### src/rtl/pu_pio_arb.sv
// pu_pio_arb: PU register-bus arbiter in front of the PIO decoder.
//
// Two requesters share the PU register bus:
//   m0 = host CSR path, m1 = internal table loader.
// A winning request becomes one bs/rd/wr transaction into the PIO decoder,
// which fans out to the conn_context, switch_info, tag_hash_table and
// tag_value memories. The arbiter waits for the decoder's clk_div-registered
// ack. It then returns read data or an error to the winner, and it aborts the
// access if no ack arrives within TIMEOUT clk_div strobes.
//
// Handshake (requester side):
//   mN_req is a level. The requester holds it until mN_done pulses. mN_wr,
//   mN_addr and mN_wdata are sampled only on the grant cycle, so later
//   changes are ignored. If mN_req drops after grant, the transaction still
//   runs to completion and mN_done still pulses. mN_err and m_rdata are valid
//   in the mN_done cycle. m_rdata then holds until the next completion.
//
// Handshake (decoder side):
//   reg_bs is high from ISSUE through DONE. reg_rd/reg_wr pulse for one clk
//   in ISSUE. pio_ack ends the wait, and pio_rvalid=0 with ack means no target
//   was hit. The decoder must drop pio_ack before the next grant. At most one
//   transaction is outstanding at a time.
//
// Ports:
//   clk, rst_n            core clock, asynchronous active-low reset
//   clk_div               one-clk strobe, decoder update enable
//   m0_*/m1_*             requester interfaces (req, wr, addr, wdata, done, err)
//   m_rdata               shared read-data return
//   reg_bs/wr/rd/addr/din decoder command bus
//   pio_ack/rvalid/rdata  decoder response
//   err_cnt, err_addr     sticky error status (saturating count, last address)
//   dbg_state             current FSM state encoding, for observation only
module pu_pio_arb #(
  parameter int DW      = 32,
  parameter int TIMEOUT = 64
) (
  input  logic          clk,
  input  logic          rst_n,
  input  logic          clk_div,
  input  logic          m0_req,
  input  logic          m1_req,
  input  logic          m0_wr,
  input  logic          m1_wr,
  input  logic [DW-1:0] m0_addr,
  input  logic [DW-1:0] m1_addr,
  input  logic [DW-1:0] m0_wdata,
  input  logic [DW-1:0] m1_wdata,
  output logic          m0_done,
  output logic          m1_done,
  output logic          m0_err,
  output logic          m1_err,
  output logic [DW-1:0] m_rdata,
  output logic          reg_bs,
  output logic          reg_wr,
  output logic          reg_rd,
  output logic [DW-1:0] reg_addr,
  output logic [DW-1:0] reg_din,
  input  logic          pio_ack,
  input  logic          pio_rvalid,
  input  logic [DW-1:0] pio_rdata,
  output logic [7:0]    err_cnt,
  output logic [DW-1:0] err_addr,
  output logic [2:0]    dbg_state
);

  typedef enum logic [2:0] {
    S_IDLE    = 3'd0,
    S_ISSUE   = 3'd1,
    S_WAIT    = 3'd2,
    S_DONE    = 3'd3,
    S_RECOVER = 3'd4
  } state_t;

  state_t        r_state;
  state_t        w_next;

  logic          r_gnt;      // granted master: 0 = m0, 1 = m1
  logic          r_prio;     // master favoured on a simultaneous request
  logic          r_wr;
  logic [DW-1:0] r_addr;
  logic [DW-1:0] r_din;
  logic [DW-1:0] r_rdata;
  logic          r_err;
  logic [7:0]    r_to_cnt;
  logic [7:0]    r_err_cnt;
  logic [DW-1:0] r_err_addr;

  logic          w_any_req;
  logic          w_grant;
  logic          w_sel;
  logic [7:0]    w_to_inc;
  logic          w_timeout;
  logic          w_wait_exit;

  // Arbitration: a lone requester always wins. On a tie, r_prio decides.
  assign w_any_req = m0_req | m1_req;
  assign w_grant   = (r_state == S_IDLE) && w_any_req && !pio_ack;
  assign w_sel     = (m0_req && m1_req) ? r_prio : !m0_req;

  // The timeout fires on the edge that sees the TIMEOUT-th strobe in WAIT.
  // An ack seen on that same edge takes precedence.
  assign w_to_inc    = r_to_cnt + {7'd0, clk_div};
  assign w_timeout   = clk_div && (w_to_inc == 8'(TIMEOUT));
  assign w_wait_exit = (r_state == S_WAIT) && (pio_ack || w_timeout);

  // ---------------------------------------------------------------- FSM
  always_ff @(posedge clk or negedge rst_n) begin
    if (!rst_n) r_state <= S_IDLE;
    else        r_state <= w_next;
  end

  always_comb begin
    w_next = r_state;
    case (r_state)
      S_IDLE:    if (w_grant)     w_next = S_ISSUE;
      S_ISSUE:                    w_next = S_WAIT;
      S_WAIT:    if (w_wait_exit) w_next = S_DONE;
      S_DONE:                     w_next = S_RECOVER;
      S_RECOVER: if (!pio_ack)    w_next = S_IDLE;
      default:                    w_next = S_IDLE;
    endcase
  end

  // ---------------------------------------------------- grant and latch
  always_ff @(posedge clk or negedge rst_n) begin
    if (!rst_n) begin
      r_gnt  <= 1'b0;
      r_prio <= 1'b0;
      r_wr   <= 1'b0;
      r_addr <= '0;
      r_din  <= '0;
    end else if (w_grant) begin
      r_gnt  <= w_sel;
      r_prio <= !w_sel;
      r_wr   <= w_sel ? m1_wr    : m0_wr;
      r_addr <= w_sel ? m1_addr  : m0_addr;
      r_din  <= w_sel ? m1_wdata : m0_wdata;
    end
  end

  // -------------------------------------------------- strobe counter
  always_ff @(posedge clk or negedge rst_n) begin
    if (!rst_n) begin
      r_to_cnt <= '0;
    end else if (r_state == S_ISSUE) begin
      r_to_cnt <= '0;
    end else if (r_state == S_WAIT && !w_wait_exit) begin
      r_to_cnt <= w_to_inc;
    end
  end

  // ------------------------------------------- response capture at WAIT exit
  // Write data, decode misses and timeouts all return zero on m_rdata.
  always_ff @(posedge clk or negedge rst_n) begin
    if (!rst_n) begin
      r_err   <= 1'b0;
      r_rdata <= '0;
    end else if (w_wait_exit) begin
      r_err   <= pio_ack ? !pio_rvalid : 1'b1;
      r_rdata <= (pio_ack && pio_rvalid && !r_wr) ? pio_rdata : '0;
    end
  end

  // ------------------------------------------------ sticky error status
  always_ff @(posedge clk or negedge rst_n) begin
    if (!rst_n) begin
      r_err_cnt  <= '0;
      r_err_addr <= '0;
    end else if (r_state == S_DONE && r_err) begin
      if (r_err_cnt != 8'hFF) r_err_cnt <= r_err_cnt + 8'd1;
      r_err_addr <= r_addr;
    end
  end

  // ------------------------------------------------------------ outputs
  // Bus controls decode straight from the state, so an asynchronous reset
  // drops reg_bs and the done pulses immediately.
  assign reg_bs    = (r_state == S_ISSUE) || (r_state == S_WAIT) ||
                     (r_state == S_DONE);
  assign reg_wr    = (r_state == S_ISSUE) &&  r_wr;
  assign reg_rd    = (r_state == S_ISSUE) && !r_wr;
  assign reg_addr  = r_addr;
  assign reg_din   = r_din;

  assign m0_done   = (r_state == S_DONE) && !r_gnt;
  assign m1_done   = (r_state == S_DONE) &&  r_gnt;
  assign m0_err    = m0_done && r_err;
  assign m1_err    = m1_done && r_err;
  assign m_rdata   = r_rdata;

  assign err_cnt   = r_err_cnt;
  assign err_addr  = r_err_addr;
  assign dbg_state = r_state;

endmodule

### config.mk
export PLATFORM = sky130hd
export DESIGN_NAME = pu_pio_arb
export DESIGN_NICKNAME = d
export VERILOG_FILES = /design/src/rtl/pu_pio_arb.sv
export SDC_FILE = /design/constraint.sdc
export NUM_CORES = 1
export LEC_CHECK = 0
export CAP_MARGIN = 40
export CORE_MARGIN = 3
export CORE_UTILIZATION = 41
export DETAILED_ROUTE_END_ITERATION = 10
export GPL_ROUTABILITY_DRIVEN = 0
export PLACE_DENSITY = 0.8
export REMOVE_ABC_BUFFERS = 1
export SETUP_SLACK_MARGIN = 0.5
export SYNTH_ARGS = -nofsm -noshare
export SYNTH_HDL_FRONTEND = slang
export SYNTH_SLANG_ARGS = --single-unit
### constraint.sdc
create_clock -name clk -period 3.4 [get_ports clk]
set_input_delay 0.68 -clock clk [delete_from_list [all_inputs] [get_ports clk]]
set_output_delay 0.68 -clock clk [all_outputs]
set_load 0.05 [all_outputs]
* Yosys cells after proc, flatten, opt, wreduce, memory -nomap -nowiden
Index checks and enable logic that the tools add are counted.
Widths: inputs -> output; s select.
** Storage, ports and cells
- Logic and storage cells :: 64
- Flip-flop bits (word level) :: 151
- Output and inout bits :: 146
** Operators by class
- Bitwise gates (word level) :: 1
- Reduce and logical (&&, ||, !) cells :: 29
- Eq/ne operators :: 9
- Mux-type cells :: 12
- Add/sub/neg operators :: 2
** Operators with widths (count)
- $mux 32 :: 3
- $mux 8 :: 2
- $logic_and 1x1->1 :: 15
- $pmux 3 s5 :: 1
- $mux 3 :: 3
- $add 8x1->8 :: 1
- $add 8x1->8 const B :: 1
- $eq 8x7->1 const B :: 1
- $ne 8x8->1 const B :: 1
- $logic_not 1->1 :: 7
- $eq 3x2->1 const B :: 2
- $ne 2x2->1 const B :: 3
- $eq 3x1->1 const B :: 1
- $eq 3x3->1 const B :: 1
- $logic_not 3->1 :: 1
- $logic_or 1x1->1 :: 3
- $mux 1 :: 3
- $reduce_and 3->1 :: 1
- $reduce_and 2->1 :: 1
- $reduce_bool 2->1 :: 1
- $or 1x1->1 :: 1

* Logic depth before layout (Yosys ltp)
- Depth after elaboration :: 9
- Gate-level depth with buffers :: 9
- Mapped depth without buffers :: 8

* Worst setup path after synthesis
Ideal clock, no wire load.
- Kind :: input port to flip-flop
- Start point :: input clk_div
- End point :: register r_rdata[10] (netlist: m_rdata[10])
- Setup time :: 79 ps
- Data required time :: 3321 ps
- Arrival time :: 2780 ps
- Stages on the path :: 9
- Setup slack :: 541 ps
- Path buffers :: 1
- Cell sequence :: ha_1 -> ha_1 -> nand3_2 -> or3_4 -> a2111oi_4 -> a21oi_2 -> nor3_4 -> buf_8 -> mux2i_1
** Between the ends
- Longest elaborated chain between the ends :: 5
** Ends and longest elaborated chain
- from (decl) :: line 39 : input logic clk_div,
- $add 8x1->8 :: line 102 : assign w_to_inc = r_to_cnt + {7'd0, clk_div};
- $eq 8x7->1 :: line 103 : assign w_timeout = clk_div && (w_to_inc == 8'(TIMEOUT));
- $logic_and 1x1->1 (*) :: line 103
- $logic_or 1x1->1 (*) :: line 104 : assign w_wait_exit = (r_state == S_WAIT) && (pio_ack || w_timeout);
- $logic_and 1x1->1 (*) :: line 104
- to (signal assigned) :: line 160 : r_rdata <= (pio_ack && pio_rvalid && !r_wr) ? pio_rdata : '0;
- to (decl) :: line 82 : logic [DW-1:0] r_rdata;
Every way passes the cells marked *; elsewhere a longest branch is shown, timed or not.
A chain may end at the register's enable or synchronous reset.

* Final worst setup path
- Start point :: register r_state[1] (netlist: dbg_state[1])
- End point :: output reg_wr
** Between the ends
- Longest elaborated chain between the ends :: 2
** Ends and longest elaborated chain
- from (decl) :: line 74 : state_t r_state;
- from (signal assigned) :: line 109 : else r_state <= w_next;
- $eq 3x1->1 :: line 180 : assign reg_wr = (r_state == S_ISSUE) && r_wr;
- $logic_and 1x1->1 :: line 180
- to (decl) :: line 54 : output logic reg_wr,
Every way passes these cells.

==> impl_summary.log <==
[metrics] hold violation total from the final report: 0
[metrics] register area: roughly 0.0038 sq mm
[metrics] Post-Synthesis Cell Area: 0.00664 sq mm
[metrics] Critical Setup Path Class: reg2out
[metrics] Final ANT Viol Nets: 0
[metrics] class of the tightest hold or removal check: in2async
[metrics] synth top area cells: sky130_fd_sc_hd__dfrtp_1 (57%), sky130_fd_sc_hd__a22oi_1 (7.4%), sky130_fd_sc_hd__nand2_1 (6.5%)
[metrics] run status: finished, final reports clean
[metrics] Critical Path Source Type: flip-flop
[metrics] number of instances in the synthesized netlist: 623
[metrics] total routing usage reported by global routing: approximately 25%
[metrics] setup slack after placement: -36.9 ps
[metrics] required time of the critical path: between 2000 and 3000 ps
[metrics] Total Neg Setup Slack: 0 ps
[metrics] initial drt markers: approximately 290
[metrics] placement-stage cell area: between 0.01 and 0.015 sq mm
[metrics] post-layout instance count excluding filler cells: around 1200
[metrics] Worst-Skew Late Latency: 420 ps
[metrics] share of the synthesized area in the top cell type: a little under three fifths
[metrics] number of maximum-capacitance constraint violations: 0
[metrics] maximum vdd ir drop: 0.463 mV
[metrics] Die Ht: approximately 130 um
[metrics] worst-case setup margin in the final layout: between 500 and 600 ps
[metrics] net switching power of the design: between 5 and 6 mW
[metrics] crit path max-delay cell type: sky130_fd_sc_hd__dlygate4sd2_1
[metrics] wire length reported by the detailed router: ~22 mm
[metrics] cell chosen for the clock root: sky130_fd_sc_hd__clkbuf_16
[metrics] async set-reset flop share out of synthesis: 100%
[metrics] delay-heaviest family, CP: simple AND/OR/NAND/NOR gates
[metrics] initial antenna violation count: 0
[metrics] total number of vias: 5974
[metrics] share of total power in sequential cells: 27.7%
[metrics] post-synthesis area per instance: ~11 sq um
[metrics] number of antenna diodes: 0
[metrics] count of TritonRoute iterations in the first routing pass: 7
[metrics] Buffers & Inverters on Critical Path: 1
[metrics] input/output buffers: approximately 310
[metrics] largest net degree at the start of global routing: just under 80
[metrics] post-route total power: 11.3 mW
[metrics] distinct cell type count after synthesis: 46
[metrics] hold buffer count at CTS: 0
[metrics] combinational power share: 55.6%
[metrics] number of failing setup endpoints in the final timing report: 0
[metrics] number of cells in the design after placement: around 1100
[metrics] clock slew at reported path FFs: 60 ps
[metrics] global-route wire length before repair: ~34 mm
[metrics] number of placed I/O pins: roughly 320
[metrics] remaining design rule violation count: 0
[metrics] WHS: approximately 300 ps
[metrics] most common cell after layout, fill and taps aside: sky130_fd_sc_hd__clkdlybuf4s50_1
[metrics] clock network fraction of design power: between 15 and 20%
[metrics] Net count, final: between 1000 and 1500
[metrics] setup slack, reg-to-reg: about 800 ps
[metrics] area of the core region: about 0.016 sq mm
[metrics] leading register cell type out of synthesis: sky130_fd_sc_hd__dfrtp_1
[metrics] via count of the first global-routing pass: between 6000 and 7000
[metrics] sequence of cells on the critical path: nor3b_1 -> and2_1 -> dlygate4sd2_1
[metrics] most frequent cells in the layout: sky130_fd_sc_hd__clkdlybuf4s50_1 (306), sky130_fd_sc_hd__dfrtp_1 (151), sky130_fd_sc_hd__nand2_1 (113)
[metrics] Slew Limit Fails: 0
[metrics] min cycle time layout: 2810 ps
[metrics] Crit Path Max Fanout: 10
[metrics] maximum number of buffers from clock root to sink: 2
[metrics] post-route fraction of the period consumed by the critical path: between 80 and 90%
[metrics] sequential fraction of the synthesis area: a little under three fifths
[metrics] proportion of layout cells with a drive suffix above 1: roughly 11%
[metrics] core occupancy in the finished layout: between 60% and 70%
[metrics] average wire length per cell after detail routing: approximately 19 um
[metrics] cell type with the largest total area after synthesis: sky130_fd_sc_hd__dfrtp_1
[metrics] post-synthesis sequential element count: 151
[metrics] via-per-instance ratio: 5.17
[metrics] detailed placement HPWL: around 15 mm
[metrics] standby leakage power: ~4.6 nW
[metrics] CTS sink cnt: 151
[metrics] Critical Path AT: between 2000 and 2500 ps
[metrics] TritonCTS clock tree: built
[metrics] number of levels the H-tree was split into: 4
[metrics] largest stage delay on the critical path: 550 ps
[metrics] actual slew at the worst max-slew pin: 787 ps
[metrics] number of buffers inserted during clock tree synthesis: 17
[metrics] initial standard-cell utilization of the core: between 40% and 50%
[metrics] count of fill cells added during filler insertion: 1180
[metrics] Area growth, synth to finish: 61.7%
[metrics] Die Wd: 133 um
[metrics] area enclosed by the die boundary: 0.0178 sq mm
[metrics] remaining global-route overflow: 0
[metrics] Post-synth EDFFs: 0
[metrics] Cell Int Power: 5.87 mW
[metrics] area used by multi-input combinational logic: 0.00259 sq mm
[metrics] kind of capture point of the worst setup path: output port
[metrics] maximum frequency from static timing analysis: 355 MHz
[metrics] worst clock skew: 8.59 ps
[metrics] post-route cell area: approximately 0.011 sq mm
[metrics] Rel. slew slack: between 40% and 50%
[metrics] pwr dens: ~1000 mW/mm^2
[metrics] Synth Warn #: 0
[metrics] count of standard-cell rows: 45
[metrics] unrepaired setup endpoints after global routing: no
[metrics] switching portion of total power: between 40% and 50%
-- layout make-up --
| type | count | area share (%) |
|---|---|---|
| Inverter | 34 | 1.19 |
| Sequential cell | 151 | 35.2 |
| Clock buffer | 20 | 4.07 |
| Multi-Input combinational cell | 394 | 24.1 |
| Timing Repair Buffer | 333 | 31.5 |
| Clock inverter | 12 | 1.43 |
| Tap cell | 211 | 2.46 |
-- sequential cells by signal, indices dropped and copies added, names as in the netlist --
| signal | cells |
|---|---|
| err_addr | 32 |
| m_rdata | 32 |
| reg_addr | 32 |
| reg_din | 32 |
| err_cnt | 8 |
| r_to_cnt | 8 |
| dbg_state | 3 |
| r_err | 1 |
| r_gnt | 1 |
| r_prio | 1 |
| r_wr | 1 |
-- timing repair --
item,in CTS,in global routing
pin swaps,4,0
cloned,3,0
setup buffers,2,0
resized for setup,10,2
endpoints found under the setup margin,45,1
-- cell usage after synthesis, drive strengths merged (6+ instances only) --
cell	number
dfrtp	151
nor2	18
inv	34
buf	13
clkbuf	31
nand2	115
mux2i	34
nand4	6
o21ai	71
a22oi	65
mux2	33
-- layer usage --
metal	part of all wire, %	global-route usage [%]
met5	0	0
met4	1.6	6.80
met3	8.2	7.63
met2	52	43.8
met1	38	28.5
-- worst register-to-register path, cell delays in order, from the launching register on --
cell and delay [ps]:
sky130_fd_sc_hd__dfrtp_1 400, sky130_fd_sc_hd__ha_4 180, sky130_fd_sc_hd__ha_2 200, sky130_fd_sc_hd__nand3_2 90, sky130_fd_sc_hd__or3_4 350, sky130_fd_sc_hd__a2111oi_4 350, sky130_fd_sc_hd__a21oi_2 130, sky130_fd_sc_hd__nor3_4 170
sky130_fd_sc_hd__buf_12 150, sky130_fd_sc_hd__bufbuf_16 310, sky130_fd_sc_hd__mux2i_1 210
-- final timing paths --
path | cells after the start | start | to
setup / recovery | 3 | dbg_state[1] | reg_wr
hold / removal | 1 | rst_n | err_cnt[6]
setup reg to reg | 10 | r_to_cnt[0] | m_rdata[25]
hold reg to reg | 2 | reg_din[18] | reg_din[18]
max in group asynchronous | 2 | rst_n | m_rdata[21]
min in group clk | 2 | reg_din[18] | reg_din[18]
-- power by group through the flow --
stage	combinational, mW	clock [mW]	sequential, mW
3_5_place_dp	6.18	0	3.14
2_1_floorplan	1.26	0	5.63
3_3_place_gp	6.08	0	3.10
4_1_cts	6.30	1.92	3.12
6_report	6.26	1.89	3.12
5_1_grt	6.55	2.01	3.23
-- cell families after synthesis --
family          synth area share (%)
compound gates                  15.1
xor+xnor                        1.06
fa+ha+maj                      0.566
buf+inv                         4.98
flops                           56.9
mux                             10.7
simple gates                    10.6
Power figures use the tool's default switching activity.
